## src/rtl/spi_pkg.sv

```systemverilog
// Shared types and helpers for the SPI slave transmitter.
// Holds the controller state encoding and the SCK edge-role selection
// derived from the clock polarity/phase parameters.
package spi_pkg;

    // Controller states: IDLE while slave select is inactive, ACTIVE during a frame.
    typedef enum logic {
        IDLE   = 1'b0,
        ACTIVE = 1'b1
    } spi_state_t;

    // The leading SCK edge is rising when the idle level is low.
    function automatic bit leading_is_rise(input bit cpol);
        return !cpol;
    endfunction

    // The sample edge is the leading edge when CPHA=0, the trailing edge otherwise.
    // Working through the four modes, sampling lands on the rising edge exactly
    // when CPOL equals CPHA; the launch edge is always the opposite one.
    function automatic bit sample_on_rise(input bit cpol, input bit cpha);
        return (leading_is_rise(cpol) == !cpha);
    endfunction

endpackage

```

## src/rtl/spi_tx_fifo.sv

```systemverilog
// Transmit FIFO for the SPI slave: single clock, power-of-two depth,
// first-word-fall-through read port and an occupancy output.
module spi_tx_fifo #(
    parameter int DATA_W     = 8,
    parameter int FIFO_DEPTH = 4
) (
    input  logic                          clk,
    input  logic                          rst,
    input  logic [DATA_W-1:0]             wr_data,
    input  logic                          wr_en,
    input  logic                          rd_en,
    output logic [DATA_W-1:0]             rd_data,
    output logic                          full,
    output logic                          empty,
    output logic [$clog2(FIFO_DEPTH):0]   level
);

    localparam int PTR_W = $clog2(FIFO_DEPTH);
    localparam int LVL_W = PTR_W + 1;
    localparam logic [LVL_W-1:0] FULL_LVL = LVL_W'(FIFO_DEPTH);

    logic [DATA_W-1:0] mem [FIFO_DEPTH];
    logic [PTR_W-1:0]  wr_ptr;
    logic [PTR_W-1:0]  rd_ptr;
    logic              push;
    logic              pop;

    assign full    = (level == FULL_LVL);
    assign empty   = (level == '0);
    assign push    = wr_en & ~full;
    assign pop     = rd_en & ~empty;
    assign rd_data = mem[rd_ptr];

    // Storage array: written on accepted pushes only.
    // NOTE: the array has no reset -- a flush only needs the pointers and level
    // cleared, and leaving the RAM unreset lets it map onto memory primitives.
    always_ff @(posedge clk) begin
        if (push) begin
            mem[wr_ptr] <= wr_data;
        end
    end

    // Pointer and occupancy bookkeeping; a simultaneous push and pop leaves the level unchanged.
    // NOTE: sequential state uses non-blocking assignments so every register
    // samples pre-edge values, independent of statement order.
    always_ff @(posedge clk or posedge rst) begin
        if (rst) begin
            wr_ptr <= '0;
            rd_ptr <= '0;
            level  <= '0;
        end else begin
            if (push) begin
                wr_ptr <= wr_ptr + 1'b1;
            end
            if (pop) begin
                rd_ptr <= rd_ptr + 1'b1;
            end
            if (push && !pop) begin
                level <= level + 1'b1;
            end else if (pop && !push) begin
                level <= level - 1'b1;
            end
        end
    end

endmodule

```

## src/rtl/spi_slave_tx.sv

```systemverilog
// SPI slave transmitter: synchronises SCK/SSEL into the clk domain, detects
// sample/launch edges, and shifts words from a transmit FIFO onto MISO.
// An empty FIFO at load time sends IDLE_FILL and raises a sticky underrun flag.
module spi_slave_tx
    import spi_pkg::*;
#(
    parameter int              DATA_W     = 8,
    parameter int              FIFO_DEPTH = 4,
    parameter bit              CPOL       = 1'b0,
    parameter bit              CPHA       = 1'b0,
    parameter bit              MSB_FIRST  = 1'b1,
    parameter logic [DATA_W-1:0] IDLE_FILL = '1
) (
    input  logic                        clk,
    input  logic                        rst,
    input  logic                        SCK,
    input  logic                        SSEL,
    output logic                        MISO,
    output logic                        MISO_oe,
    input  logic [DATA_W-1:0]           wr_data,
    input  logic                        wr_valid,
    output logic                        wr_ready,
    output logic                        word_sent,
    output logic                        underrun,
    input  logic                        clr_underrun,
    output logic [$clog2(FIFO_DEPTH):0] fifo_level
);

    localparam int               CNT_W       = $clog2(DATA_W);
    localparam logic [CNT_W-1:0] CNT_LAST    = CNT_W'(DATA_W - 1);
    localparam bit               SAMPLE_RISE = sample_on_rise(CPOL, CPHA);

    spi_state_t        state;
    spi_state_t        state_nxt;
    logic [2:0]        sck_sync;
    logic [2:0]        ssel_sync;
    logic              sck_rise;
    logic              sck_fall;
    logic              ssel_rise;
    logic              ssel_fall;
    logic              sample_edge;
    logic              launch_edge;
    logic [CNT_W-1:0]  bit_cnt;
    logic              pending_load;
    logic [DATA_W-1:0] shreg;
    logic              load_req;
    logic              shift_req;
    logic              cnt_clr;
    logic              cnt_inc;
    logic [DATA_W-1:0] fifo_rd_data;
    logic              fifo_full;
    logic              fifo_empty;

    spi_tx_fifo #(
        .DATA_W     (DATA_W),
        .FIFO_DEPTH (FIFO_DEPTH)
    ) u_fifo (
        .clk     (clk),
        .rst     (rst),
        .wr_data (wr_data),
        .wr_en   (wr_valid),
        .rd_en   (load_req),
        .rd_data (fifo_rd_data),
        .full    (fifo_full),
        .empty   (fifo_empty),
        .level   (fifo_level)
    );

    assign wr_ready = ~fifo_full;

    // Three-stage synchronisers; reset to the pins' idle levels so no false edge follows reset.
    always_ff @(posedge clk or posedge rst) begin
        if (rst) begin
            sck_sync  <= {3{CPOL}};
            ssel_sync <= 3'b111;
        end else begin
            sck_sync  <= {sck_sync[1:0], SCK};
            ssel_sync <= {ssel_sync[1:0], SSEL};
        end
    end

    // Edges come from stages 2/3 only; stage 1 may still be metastable.
    assign sck_rise    =  sck_sync[1]  & ~sck_sync[2];
    assign sck_fall    = ~sck_sync[1]  &  sck_sync[2];
    assign ssel_fall   = ~ssel_sync[1] &  ssel_sync[2];
    assign ssel_rise   =  ssel_sync[1] & ~ssel_sync[2];
    assign sample_edge = SAMPLE_RISE ? sck_rise : sck_fall;
    assign launch_edge = SAMPLE_RISE ? sck_fall : sck_rise;

    // State register.
    always_ff @(posedge clk or posedge rst) begin
        if (rst) begin
            state <= IDLE;
        end else begin
            state <= state_nxt;
        end
    end

    // Next-state and datapath control decode.
    // NOTE: every output of this block gets a default first, so no path can
    // leave one unassigned and infer a latch.
    always_comb begin
        state_nxt = state;
        load_req  = 1'b0;
        shift_req = 1'b0;
        cnt_clr   = 1'b0;
        cnt_inc   = 1'b0;
        case (state)
            IDLE: begin
                if (ssel_fall) begin
                    state_nxt = ACTIVE;
                    load_req  = 1'b1;
                    cnt_clr   = 1'b1;
                end
            end
            ACTIVE: begin
                if (ssel_rise) begin
                    // Frame aborted or ended: a partial word is simply dropped.
                    state_nxt = IDLE;
                    cnt_clr   = 1'b1;
                end else begin
                    cnt_inc = sample_edge;
                    if (launch_edge) begin
                        if (pending_load) begin
                            load_req = 1'b1;
                        end else if (bit_cnt != '0) begin
                            shift_req = 1'b1;
                        end
                    end
                end
            end
            default: state_nxt = IDLE;
        endcase
    end

    // Bit counter, word-boundary bookkeeping, shift register and underrun flag.
    always_ff @(posedge clk or posedge rst) begin
        if (rst) begin
            bit_cnt      <= '0;
            pending_load <= 1'b0;
            shreg        <= '0;
            word_sent    <= 1'b0;
            underrun     <= 1'b0;
        end else begin
            word_sent <= 1'b0;

            if (cnt_clr) begin
                bit_cnt      <= '0;
                pending_load <= 1'b0;
            end else if (cnt_inc) begin
                if (bit_cnt == CNT_LAST) begin
                    bit_cnt      <= '0;
                    pending_load <= 1'b1;
                    word_sent    <= 1'b1;
                end else begin
                    bit_cnt <= bit_cnt + 1'b1;
                end
            end else if (load_req) begin
                pending_load <= 1'b0;
            end

            if (load_req) begin
                shreg <= fifo_empty ? IDLE_FILL : fifo_rd_data;
            end else if (shift_req) begin
                shreg <= MSB_FIRST ? {shreg[DATA_W-2:0], 1'b1} : {1'b1, shreg[DATA_W-1:1]};
            end

            // Setting wins over a coincident clear.
            if (load_req && fifo_empty) begin
                underrun <= 1'b1;
            end else if (clr_underrun) begin
                underrun <= 1'b0;
            end
        end
    end

    assign MISO    = MSB_FIRST ? shreg[DATA_W-1] : shreg[0];
    assign MISO_oe = (state == ACTIVE);

endmodule

```

## config.mk

```make
export PLATFORM = sky130hd
export DESIGN_NAME = spi_slave_tx
export DESIGN_NICKNAME = d
export VERILOG_FILES = /design/src/rtl/spi_pkg.sv /design/src/rtl/spi_tx_fifo.sv /design/src/rtl/spi_slave_tx.sv
export SDC_FILE = /design/constraint.sdc
export NUM_CORES = 1
export LEC_CHECK = 0
export ABC_AREA = 1
export CAP_MARGIN = 20
export CORE_MARGIN = 2
export CORE_UTILIZATION = 45
export CTS_CLUSTER_DIAMETER = 120
export DETAILED_ROUTE_END_ITERATION = 8
export GPL_TIMING_DRIVEN = 0
export SYNTH_ARGS = -nofsm -noshare
export SYNTH_HDL_FRONTEND = slang
export SYNTH_SLANG_ARGS = --single-unit
```

## constraint.sdc

```tcl
create_clock -name clk -period 4.2 [get_ports clk]
set_input_delay 1.26 -clock clk [delete_from_list [all_inputs] [get_ports clk]]
set_output_delay 1.26 -clock clk [all_outputs]
set_load 0.05 [all_outputs]
```

Yosys cells after proc, flatten, opt, wreduce, memory -nomap -nowiden

Memory sizes are Yosys's and may differ from the RTL's.
Cells that the tools add are included.

Register bits after elaboration: 28
RAM bits: 32
Bits of input ports: 14
Output and inout port bits: 8
Word-level logic and storage cells: 81
Memories: 1

Memories:

| memory     | words | width | read ports | clocked after Yosys merged registers in | wr ports | RTL line          | source |
|---|---|---|---|---|---|---|---|
| u_fifo.mem | 4     | 8     | 1          | 0                                       | 1        | spi_tx_fifo.sv:22 | `logic [DATA_W-1:0] mem [FIFO_DEPTH];` |

Add/sub/neg operators: 5
Equality and inequality tests: 3
Muxes and demuxes: 35
Bitwise operators: 13
Reduce and logical (&&, ||, !) cells: 13

Operators by type and width:

| kind                                                               | count |
|---|---|
| 1-bit 2-to-1 mux                                                   | 24 |
| 8-bit 2-to-1 mux                                                   | 3 |
| 3-bit 2-to-1 mux                                                   | 5 |
| 2-bit nonzero test                                                 | 4 |
| 1-bit inverter                                                     | 7 |
| 3-bit by 1-bit adder with 3-bit output, second input constant      | 2 |
| 1-bit bitwise AND                                                  | 6 |
| 3-bit equality test, second input constant                         | 2 |
| 1-bit case mux with 2 select lines                                 | 3 |
| 3-bit nonzero test                                                 | 2 |
| 2-bit by 1-bit adder with 2-bit output, second input constant      | 2 |
| 1-bit logical AND                                                  | 3 |
| 3-bit zero test                                                    | 1 |
| 3-bit by 2-bit != test with 1-bit output, second input constant    | 1 |
| 3-bit by 1-bit subtractor with 3-bit output, second input constant | 1 |
| 1-bit zero test                                                    | 2 |
| 2-bit AND reduction                                                | 1 |

Depth between registers and ports, before layout

Gate-level depths: netlist of the first run.

Word-level depth: 9
Gate-level depth with buffers: 14
Depth with buffers taken out: 13

Hierarchy

From an unflattened synthesis of the first run, not the netlist that was laid out.

Cells, all modules: 281
Area total of the unflattened synthesis: 2,763.9 um^2

Modules (own cells, without submodules):

| module       | instances | cells each | area an instance (um^2) | sequential area each (um^2) |
|---|---|---|---|---|
| spi_tx_fifo  | 1         | 155        | 1,737.9                 | 1,136.1 |
| spi_slave_tx | 1         | 126        | 1,026.0                 | 529.3 |

Least setup slack after synthesis of the first run

Ideal clock, no wire load.

Path type: reg-to-reg
From: register u_fifo.level[0]
To: register u_fifo.level[2]
Setup time: 0.131 ns
Data arrival time: 2.527 ns
Data required time: 4.069 ns
Path slack: 1.542 ns
Stages on the path, launching flop included: 11
Buffers on the path: 0
Period minus slack after synthesis: 2.658 ns
Path through: dfrtp_1 inv_1 nand3_1 nand2_1 inv_1 ha_1 inv_1 fa_1 a21oi_1 o21ai_0 xor2_1

Cells in the longest elaborated chain, start to end: 6
Elaborated cells between the ends (all ways): 15
Those cells by class: 2 x add/sub; 1 x eq/ne; 2 x mux; 4 x bitwise; 6 x reduce/logical

Ends and longest elaborated chain:

| what                         | RTL line           | source |
|---|---|---|
| start: declaration           | spi_tx_fifo.sv:15  | `output logic [$clog2(FIFO_DEPTH):0] level` |
| start signal: assignment     | spi_tx_fifo.sv:59  | `level <= level + 1'b1;` |
| start signal: assignment     | spi_tx_fifo.sv:61  | `level <= level - 1'b1;` |
| 3-bit equality test *        | spi_tx_fifo.sv:28  | `assign full = (level == FULL_LVL);` |
| 1-bit inverter *             | --                 |  |
| via wr_ready                 | spi_slave_tx.sv:22 | `output logic wr_ready,` |
| 1-bit bitwise AND *          | spi_tx_fifo.sv:30  | `assign push = wr_en & ~full;` |
| via u_fifo.push              | spi_tx_fifo.sv:25  | `logic push;` |
| 1-bit zero test              | spi_tx_fifo.sv:60  | `end else if (pop && !push) begin` |
| 1-bit logical AND            | spi_tx_fifo.sv:60  |  |
| 2-bit nonzero test (no line) | --                 |  |

Mark *: on every way through the listed nets, which the timed path passes. The rest lies on a longest branch. The select of a mux whose other input is x is not followed.
A chain may end at the register's enable or synchronous reset.

Worst setup path after layout of the first run

From: register u_fifo.level[0]
To: output wr_ready

Cells in the longest elaborated chain, start to end: 2

Ends and longest elaborated chain:

| what                | RTL line           | source |
|---|---|---|
| 3-bit equality test | spi_tx_fifo.sv:28  |  |
| 1-bit inverter      | spi_slave_tx.sv:69 | `assign wr_ready = ~fifo_full;` |
| end: declaration    | spi_slave_tx.sv:22 |  |

No other way between the ends.

==> results of run 1 <==
kinds of logic (layout without fill, tap and decap cells):
kind of cell	count (synthesis)	after routing	share of synthesized area (%)
simple gates	122	122	19.0
flops	60	60	63.6
buf+inv	43	81	7.40
compound gates	19	19	3.82
fa+ha+maj	9	9	4.58
xor+xnor	4	4	1.62
power groups by stage:
stage	sequential, uW	combinational (uW)	clock (uW)
finish	836	658	544
detailed placement	847	666	0
global placement	846	653	0
global route	852	742	581
CTS	837	669	553
floorplan	912	405	0
Yosys cell counts (all sizes together):
cell type  instances  area (um^2)
nor2              15         58.8
o22ai              1         6.26
xor2               3         33.8
a21oi              4         23.8
ha                 8          100
fa                 1         20.0
nand3             22          110
dfrtp             25          626
clkinv             1         3.75
edfxtp            32          961
o21ai             14         70.1
nand2             84          323
inv               35          131
buf                7         58.8
xnor2              1         8.76
dfstp              3         78.8
and2               1         6.26
final timing paths:
check | end | slack, ns | from | cells after the start
max | wr_ready | 1.21 | u_fifo.level[0] | 3
min | sck_sync[1] | 0.35 | sck_sync[0] | 0
max reg2reg | u_fifo.level[2] | 1.99 | ssel_sync[1] | 13
min reg2reg | sck_sync[1] | 0.35 | sck_sync[0] | 0
max in group asynchronous | shreg[0] | 2.48 | rst | 3
min in group asynchronous | bit_cnt[1] | 1.26 | rst | 2
layer usage:
metal	global-route usage, %	vias to the layer above	wire length (um)
met5	0	-	0
met4	8.64	0	55
met3	4.38	5	131
met2	25.5	21	2210
met1	20.1	798	2180
li1	-	881	-
critical path, delay by kind of cell (launching register included):
| kind | cells | cell delay [ns] |
|---|---|---|
| buffers and inverters | 2 | 0.87 |
| and+or+nand+nor | 1 | 0.10 |
| DFF | 1 | 0.42 |
cell type report:
type	count	area [um^2]	area share (%)
Clock buffer	10	128	4.05
Multi-Input combinational cell	154	761	24.1
Sequential cell	60	1670	52.8
Timing Repair Buffer	22	238	7.54
Tap cell	72	90.1	2.86
Inverter	36	135	4.28
Buffer	7	58.8	1.86
Clock inverter	6	78.8	2.50
flip-flops by register name, summed over array words and instances, names as in the netlist:
name           flops
MISO_oe            1
bit_cnt            3
pending_load       1
sck_sync           3
shreg              8
ssel_sync          3
u_fifo.level       3
u_fifo.mem        32
u_fifo.rd_ptr      2
u_fifo.wr_ptr      2
underrun           1
word_sent          1
stage by stage:
step                instances  utilization, %  hold slack (ns)
global route              367            56.6            0.358
CTS                       367            56.6            0.350
floorplan                 257               -            0.331
finish                    367            56.6            0.351
detailed placement        351            52.9            0.336
global placement          350            52.4            0.336
==> results.md, run 1 <==
- The run finished with clean final reports.
- The die covers 6450 um^2.
- The overall global routing resource usage is 16.1%.
- The relative contribution of combinational cells to total power is 32.3%.
- CTS built an H-tree with a depth of 3.
- After detailed routing, the number of remaining DRC violations is 0.
- In this run, post-CTS hold repair placed 0 buffers.
- The DRC marker count from the first detailed-route iteration is 67.
- The via count of the first global-routing pass is 1637.
- Across all layers, the routed design uses 1705 vias.
- Summed over all nets, the half-perimeter wirelength after detailed placement is 3130 um.
- The startpoint type of the worst setup path is a flop.
- The mapped cell area is 2620 um^2.
- Averaged over all synthesized cells, the footprint is 10.2 um^2.
- Total power for the finished layout comes to 2040 uW.
- The post-route antenna net violation count is 0.
- The pin count of the biggest net entering global routing is 19.
- The placer's final routability congestion estimate is 0.684.
- The number of antenna diodes in the final layout is 0.
- The via count normalized by instance count is 4.65.
- The first-pass iteration count of the detailed router is 4.
- The layout has 513 filler cells.
- The post-synthesis register bit count is 60.
- The largest incremental delay on the critical path is 0.80 ns.
- The maximum clock rate is 334 MHz.
- Clock skew on the completed layout was measured at 0.00759 ns.
- The number of antenna violations at the first check in global routing was 0.
- The setup-violating endpoint count in the final report is 0.
- The maximum fanout encountered on the critical timing path is 4.
- The post-route fraction of the period consumed by the critical path is 71.2%.
- In the layout the commonest cells are sky130_fd_sc_hd__nand2_1 (81), sky130_fd_sc_hd__inv_1 (34), sky130_fd_sc_hd__edfxtp_1 (32), sky130_fd_sc_hd__dfrtp_1 (25), sky130_fd_sc_hd__nand3_1 (22).
- The number of hold violations in the final report is 0.
- The analysis attributes to cell leakage a power of 0.00142 uW.
- Compared with the post-synthesis result, the final layout area differs by 20.4%.
- The share of power burned in registers is 41.0%.
- The post-detailed-routing wire length is 4580 um.
- The number of warnings reported in the yosys synthesis log is 0.
- The clock-pin slew on the worst setup and hold paths is 0.06 ns.
- The maximum ir drop on the vdd rail is 0.337 mV.
- The clock passes through at most 2 buffers.
- After layout, the worst setup slack is 1.21 ns.
- For this configuration, the core starts out at a cell density of 47.0%.
- The arrival time of the worst setup path is 1.73 ns.
- On the critical path, the stage with the largest delay is an instance of sky130_fd_sc_hd__clkdlybuf4s50_1.
- The area after detailed placement is 2950 um^2.
- Cell internal power was estimated by the tool at 1330 uW.
- Post-CTS timing repair inserted 0 buffers for setup.
- Input and output buffers added on the ports amount to 21.
- The first-pass GRT wire length is 7540 um.
- The share of total power dissipated in the clock network is 26.7%.
- The switching power summed over all nets is 709 uW.
- The number of clock buffers inserted by TritonCTS is 9.
- After layout, the minimum clock period comes to 2.99 ns.
- Counting every instance in the synthesized netlist gives 257.
- Power spread over the standard cell area amounts to 646 nW/um^2.
- TritonCTS built the clock tree.
- The wire length per cell is 12.5 um.
- The worst-skew pair later-pin latency is 0.33 ns.
- Of the total power, the share spent switching nets is 34.8%.
- The most frequent standard cell in the layout excluding fill and tap cells is sky130_fd_sc_hd__nand2_1.
- Setup repair after global routing left no endpoint under its margin.
- The number of distinct standard cells referenced by the synthesized netlist is 25.
- At the placement stage, the worst setup path has a slack of 1.06 ns.
- The number of instances resized during post-cts repair is 0.
- The finished cells cover 3150 um^2.
- The number of max-capacitance violations reported is 0.
- The number of max-slew violations in the final report is 0.
- The worst pin sits at a relative slew slack of 44.1%.
- Walking the worst path, the cells encountered are inv_1, nand3_1, clkdlybuf4s50_1.
- The classification of the worst-slack hold path is flop to flop.
- The aggregate global routing overflow is 0.
- The die is 80.3 um wide.
- The I/O pin count is 22.
- The initialized floorplan defines 27 standard-cell rows.
- At the end of the flow, the number of nets in the layout was 313.
- The worst endpoint required time is 2.94 ns.
- The post-synth net total is 280.
- The CTS sink count is 60.
- The root buffer cell is sky130_fd_sc_hd__clkbuf_8.
- After routing, the total negative slack on setup checks comes to 0 ns.
- After synthesis, flip-flops and latches occupy 63.6% of the total area.
- The fraction of layout cells with a size suffix above 1 is 10.8%.
- The floorplan step defined a core boundary enclosing 5570 um^2.
- The worst setup path is captured at an output port.
- The worst setup path is of the flop to output port kind.
- The die is 80.3 um tall.
- At the pin with the least slew margin, the transition time is 0.836 ns.
Power figures use the tool's default switching activity.
==> run 2, diff against run 1 <==
--- a/config.mk
+++ b/config.mk
@@ -12,6 +12,7 @@
 export CTS_CLUSTER_DIAMETER = 120
 export DETAILED_ROUTE_END_ITERATION = 8
 export GPL_TIMING_DRIVEN = 0
+export PLACE_DENSITY = 0.67
 export SYNTH_ARGS = -nofsm -noshare
 export SYNTH_HDL_FRONTEND = slang
 export SYNTH_SLANG_ARGS = --single-unit
==> constraint.sdc (replaced) <==
create_clock -name clk -period 2.7 [get_ports clk]
set_input_delay 0.81 -clock clk [delete_from_list [all_inputs] [get_ports clk]]
set_output_delay 0.81 -clock clk [all_outputs]
set_load 0.05 [all_outputs]
==> run 2 against run 1 <==
Against the previous run:
- via count rose by 0.94%
- non-clock buffer count did not move
- worst setup slack got worse by 1.0 ns
- largest power group unchanged
- largest cell class unchanged
==> results.md, run 2 (synthesis results as in run 1) <==
- The tightest min-delay check is of the flop to flop type.
- The worst-skew pair later-pin latency is 0.33 ns.
- The detailed placement HPWL is 3150 um.
- In this run, post-CTS hold repair placed 0 buffers.
- The worst register-to-register path ends at u_fifo.level[2].
- The tightest hold path in the finished design has a slack of 0.346 ns.
- The setup-violating endpoint count in the final report is 0.
- The worst pin sits at a relative slew slack of 45.1%.
- The aggregate global routing overflow is 0.
- The via count normalized by instance count is 4.69.
- The clock-pin slew on the worst setup and hold paths is 0.07 ns.
- Global routing used 16.6% of the available tracks.
- The routed layout has 1721 vias.
- The number of clock buffers inserted by TritonCTS is 9.
- The via count of the first global-routing pass is 1725.
- The post-route fraction of the period consumed by the critical path is 94.0%.
- Relative to the synthesized area, the layout overhead comes to 20.4%.
- The horizontal extent of the die is 80.3 um.
- In the final layout, the registers with the most flip-flops are u_fifo.mem (32), shreg (8).
- For flop-to-flop paths, the worst setup slack is 0.53 ns.
- The final net count is 313.
- 22 I/O pins were placed.
- The first global-routing pass estimated 7950 um of wire.
- The clock passes through at most 2 buffers.
- The register with the most flip-flops in the layout has 32 of them.
- The floorplan step defined a die boundary enclosing 6450 um^2.
- STA classifies the critical path startpoint as a flop.
- After detailed routing, the number of remaining DRC violations is 0.
- The time the worst path needs with I/O delays and setup is 2.54 ns.
- Row generation in the floorplan step produced 27 rows.
- For this design the ratio of total power to cell area is 1000 nW/um^2.
- The core region is 5570 um^2.
- The chip height is 80.3 um.
- IR analysis of the VDD net gives a maximum drop of 0.487 mV.
- The leakage power total is 0.00141 uW.
- The number of instances resized during post-cts repair is 0.
- Registers are responsible for 41.3% of the overall power.
- In this run, the combinational gates consume 32.0% of the power.
- The top cell types in the final layout, fill and taps aside, are sky130_fd_sc_hd__nand2_1 (81), sky130_fd_sc_hd__inv_1 (34), sky130_fd_sc_hd__edfxtp_1 (32), sky130_fd_sc_hd__dfrtp_1 (25), sky130_fd_sc_hd__nand3_1 (22).
- The library cell used most frequently in the layout, excluding fill and tap cells, is sky130_fd_sc_hd__nand2_1.
- Ranked by flip-flop count, first place goes to u_fifo.mem.
- For this configuration, the core starts out at a cell density of 47.0%.
- The pin count of the biggest net entering global routing is 19.
- The share of total power in the clock network is 26.7%.
- Setup repair after global routing left no endpoint under its margin.
- The total power consumption of the routed design is 3160 uW.
- The worst setup path category is flop to output port.
- In this run the worst path has a maximum fanout of 4.
- The fraction of layout cells with a size suffix above 1 is 10.5%.
- The post-detailed-routing wire length is 4480 um.
- The clock skew after layout is 0.00705 ns.
- The count of nets left with antenna violations once routing finished came out at 0.
- The number of max-capacitance violations reported is 0.
- The beginning of the critical path is u_fifo.level[0].
- The first-pass iteration count of the detailed router is 4.
- The fraction of power spent switching nets is 34.4%.
- The CTS sink count is 60.
- The count of buffers added on input and output ports is 21.
- The category of the worst setup path capture point is an output port.
- The number of levels in the clock H-tree is 3.
- The root buffer cell is sky130_fd_sc_hd__clkbuf_8.
- The run finished with clean final reports.
- The internal power is 2070 uW.
- At the worst endpoint, the arrival time is 1.73 ns.
- The placer's final routability congestion estimate is 0.743.
- For the worst flop-to-flop path, the logic depth is 13.
- Following the worst setup path forward leads to its endpoint at wr_ready.
- Timing would allow up to 394 MHz.
- TritonCTS built the clock tree.
- The switching power summed over all nets is 1080 uW.
- The number of max-slew violations in the final report is 0.
- Once the clock tree was built, the setup fixing pass inserted 0 buffers.
- The worst endpoint required time is 1.89 ns.
- The aggregate negative setup slack is 0 ns.
- The number of hold violations in the final report is 0.
- The number of antenna violations at the first check in global routing was 0.
- The DRC marker count from the first detailed-route iteration is 104.
- The startpoint of the worst register-to-register path is ssel_sync[1].
- In the final routed layout, each cell accounts on average for 12.2 um.
- The number of antenna diodes in the final layout is 0.
- The actual slew at the worst max-slew pin is 0.820 ns.
==> run 2: worst min-delay path by stage <==
stage                      startpoint     endpoint  slack, ns  cells after the start
after CTS                 sck_sync[0]  sck_sync[1]       0.35                      0
after global routing      sck_sync[0]  sck_sync[1]       0.36                      0
after global placement    sck_sync[0]  sck_sync[1]       0.34                      0
after floorplan           sck_sync[0]  sck_sync[1]       0.33                      0
after detailed placement  sck_sync[0]  sck_sync[1]       0.34                      0
final                     sck_sync[0]  sck_sync[1]       0.35                      0
==> run 2: power groups by stage <==
stage	clock network (uW)	registers, uW	logic (uW)
6_report	843	1300	1010
5_1_grt	903	1330	1160
4_1_cts	865	1310	1030
3_5_place_dp	0	1320	1030
3_3_place_gp	0	1320	999
2_1_floorplan	0	1420	630
==> run 2: cell type report <==
type,instances,area [um^2]
clock buffer,11,131
tap,72,90.1
clock inverter,5,76.3
inverter,36,135
buffer,7,58.8
sequential,60,1670
multi-input combinational,154,761
fill,501,2420
timing repair buffer,22,238
==> run 2: metrics by stage <==
step	worst slack, ns	cell area, um^2	std cells	utilization, %
finish	0.163	3160	367	56.6
global placement	0.0389	2920	350	52.4
floorplan	0.0422	2620	257	-
detailed placement	0.0234	2950	351	52.9
CTS	0.127	3160	367	56.6
global route	0.0692	3160	367	56.6
==> run 2: critical path: stages (launching register included) <==
cell                              delay [ns]
sky130_fd_sc_hd__dfrtp_1                0.42
sky130_fd_sc_hd__inv_1                  0.07
sky130_fd_sc_hd__nand3_1                0.10
sky130_fd_sc_hd__clkdlybuf4s50_1        0.81
==> run 2: per-layer routing <==
layer / vias to the layer above / global-route usage [%] / share of wire, %
met5: - / 0 / 0
met2: 28 / 26.7 / 49
met4: 0 / 6.44 / 1.0
li1: 888 / - / -
met3: 4 / 6.18 / 3.8
met1: 801 / 20.4 / 46
==> run 3, diff against run 2 <==
--- a/config.mk
+++ b/config.mk
@@ -7,12 +7,14 @@
 export LEC_CHECK = 0
 export ABC_AREA = 1
 export CAP_MARGIN = 20
+export CELL_PAD_IN_SITES_DETAIL_PLACEMENT = 1
+export CELL_PAD_IN_SITES_GLOBAL_PLACEMENT = 1
 export CORE_MARGIN = 2
-export CORE_UTILIZATION = 45
+export CORE_UTILIZATION = 40
 export CTS_CLUSTER_DIAMETER = 120
 export DETAILED_ROUTE_END_ITERATION = 8
 export GPL_TIMING_DRIVEN = 0
-export PLACE_DENSITY = 0.67
+export PLACE_DENSITY_LB_ADDON = 0.1
 export SYNTH_ARGS = -nofsm -noshare
 export SYNTH_HDL_FRONTEND = slang
 export SYNTH_SLANG_ARGS = --single-unit
==> run 3 against run 2 <==
Against the previous run:
- hold slack improved by 0.0085 ns
- design area about the same
- wire length increased by 15%
- global-route usage increased by 0.081 points
- combinational power about the same
- first-iteration DRC count decreased by 69%
- register-to-register slack got worse by 0.07 ns
- clock-buffer cell count increased by 1
- clock skew increased by 0.0074 ns
- clock power decreased by 2.4%
- critical endpoint unchanged
- highest routed layer unchanged
==> results.md, run 3 (synthesis results as in run 1) <==
- The floorplan step defined a die boundary enclosing 7210 um^2.
- Entering global routing, the biggest net connects 19 pins.
- The filler cells instantiated in the layout total 714.
- The number of antenna violations at the first check in global routing is 0.
- Timing would allow up to 387 MHz.
- The flow ran to the end, and the final reports show no timing, DRC or antenna violations.
- The count of hold buffers inserted by post-cts repair is 0.
- The placer's final routability congestion estimate is 0.692.
- STA puts the critical path data required time at 1.89 ns.
- The fraction of layout cells with a size suffix above 1 is 11.2%.
- The clock-pin slew on the worst setup and hold paths is 0.07 ns.
- In this run the power density over the cells is 1000 nW/um^2.
- The setup slack after layout is 0.119 ns.
- The post-route antenna net violation count is 0.
- The aggregate global routing overflow is 0.
- The utilization after layout is 49.7%.
- The aggregate negative setup slack is 0 ns.
- In the routed design, unresolved DRC markers number 0.
- The worst setup path is launched from a flop.
- The slowest stage of the critical path belongs to the cell sky130_fd_sc_hd__clkdlybuf4s50_1.
- The maximum ir drop on the vdd rail is 0.519 mV.
- Setup repair after global routing left no endpoint under its margin.
- For the pin with the worst max-slew slack, the measured transition is 0.839 ns.
- The number of cells in the design after placement is 356.
- The post-detailed-routing wire length is 5180 um.
- The effective utilization at floorplan is 41.3%.
- The core region is 6350 um^2.
- The number of max-slew violations in the final report is 0.
- Post-CTS timing repair inserted 0 buffers for setup.
- The repair_antennas step left the layout with diodes totalling 0.
- Once placement finished, the instance area stood at 2950 um^2.
- The CTS sink count is 60.
- The horizontal extent of the die is 84.9 um.
- The clock skew after layout is 0.0144 ns.
- The most frequent standard cell in the layout excluding fill and tap cells is sky130_fd_sc_hd__nand2_1.
- TritonCTS built the clock tree.
- The number of buffers between clock root and the deepest sink is 2.
- For this run, the number of standard cells in the final layout without fillers is 372.
- The first detailed-routing pass took 4 iterations.
- Detailed placement finished with a half-perimeter wire length of 3640 um.
- In the global route stage, overall resource usage came out at 16.7%.
- Clock tree synthesis inserted a total of 9 buffers.
- Counting I/O delays and the setup requirement, the final critical path takes 2.58 ns.
- The most flop-heavy register is u_fifo.mem.
- Data arrives at the worst endpoint at 1.77 ns.
- After the first detailed-routing iteration, the DRC count stood at 32.
- The final critical path takes up 95.6% of the cycle.
- Clock latency on the worst-skew pair, taken at its later pin, is 0.35 ns.
- The first-pass GRT wire length is 8980 um.
- Max-cap violations in this run came to 0.
- Port buffering added 21 buffers.
- The number of instances resized during post-cts repair is 0.
- The number of vias after detailed routing is 1734.
- The number of flip-flops in the largest register is 32.
- The library cells used most frequently in the layout, excluding fill and tap cells, are sky130_fd_sc_hd__nand2_1 (81), sky130_fd_sc_hd__inv_1 (34), sky130_fd_sc_hd__edfxtp_1 (32), sky130_fd_sc_hd__dfrtp_1 (25), sky130_fd_sc_hd__nand3_1 (22).
- The finished cells cover 3160 um^2.
- Headroom to the max-slew limit came out at 43.9%.
- The leakage power total is 0.00142 uW.
- The largest registers in the layout are u_fifo.mem (32), shreg (8).
- The layout overhead on the synthesized area is 20.5%.
- Walking the worst path, the cells encountered are inv_1, nand3_1, clkdlybuf4s50_1.
- STA classifies the critical path endpoint as an output port.
- In this run the worst path has a maximum fanout of 4.
- For this run, the post-layout net count is 313.
- At the placement stage, the worst setup path has a slack of -0.0145 ns.
- From bottom edge to top edge, the die measures 84.9 um.
- Using the TritonRoute via totals, the vias-per-cell ratio works out to 4.66.
- The classification of the worst-slack hold path is flop to flop.
- The via count of the first global-routing pass is 1798.
- The root buffer cell is sky130_fd_sc_hd__clkbuf_8.
- In the final routed layout, each cell accounts on average for 13.9 um.
- The I/O pin count is 22.
- By startpoint and endpoint, the worst setup path is classified as flop to output port.
- The number of levels in the clock H-tree is 3.
- The number of placement rows is 29.
- The largest incremental delay on the critical path is 0.81 ns.
- The number of hold violations in the final report is 0.
- Setup violations remaining at the end of the flow were counted as 0.
-- run 3: cell count changes in the layout (fill, tap and decap cells not counted) --
cell,change
sky130_fd_sc_hd__clkinv_2,+1
sky130_fd_sc_hd__clkbuf_8,+2
sky130_fd_sc_hd__clkinvlp_4,-1
sky130_fd_sc_hd__bufinv_16,-1
sky130_fd_sc_hd__clkbuf_1,-1
sky130_fd_sc_hd__clkinv_1,-1
sky130_fd_sc_hd__clkinv_4,+1
-- run 3: area by class of cell --
class,count,area [um^2],area share (%)
Inverter,36,135,4.28
Multi-Input combinational cell,154,761,24.1
Clock inverter,4,48.8,1.55
Tap cell,77,96.3,3.05
Buffer,7,58.8,1.86
Timing Repair Buffer,22,238,7.53
Clock buffer,12,155,4.91
Sequential cell,60,1670,52.7
-- run 3: metal layers --
metal | global-route usage, % | up-vias | share of wire [%]
met1 | 21.0 | 826 | 46
li1 | - | 879 | -
met5 | 0 | - | 0
met2 | 26.1 | 22 | 49
met4 | 6.49 | 0 | 1.8
met3 | 6.42 | 7 | 3.8
-- run 3: final timing paths --
kind                            startpoint         endpoint  slack [ns]  depth (start not counted)
max                        u_fifo.level[0]         wr_ready        0.12                          3
min                            sck_sync[0]      sck_sync[1]        0.35                          0
max in group asynchronous              rst     pending_load        1.45                          3
max reg2reg                   ssel_sync[1]  u_fifo.level[2]        0.46                         13
min in group asynchronous              rst      sck_sync[0]        0.80                          2
min reg2reg                    sck_sync[0]      sck_sync[1]        0.35                          0
-- run 3: report_power, final --
group / total, uW / internal (uW) / leakage (uW) / switching, uW
registers: 1300 / 1200 / 0.000632 / 101
clock network: 823 / 475 / 0.000106 / 348
logic: 1030 / 352 / 0.000682 / 680
-- run 3: per-stage QoR --
stage | hold slack (ns) | total power (uW)
floorplan | 0.331 | 2050
global placement | 0.344 | 2340
detailed placement | 0.343 | 2380
CTS | 0.358 | 3220
global route | 0.367 | 3410
finish | 0.355 | 3160
-- run 3: worst max-delay path: cells and delay by family, from the launching register on --
kind	cells	cell delay (ns)
buffers and inverters	2	0.90
DFF	1	0.42
and+or+nand+nor	1	0.11
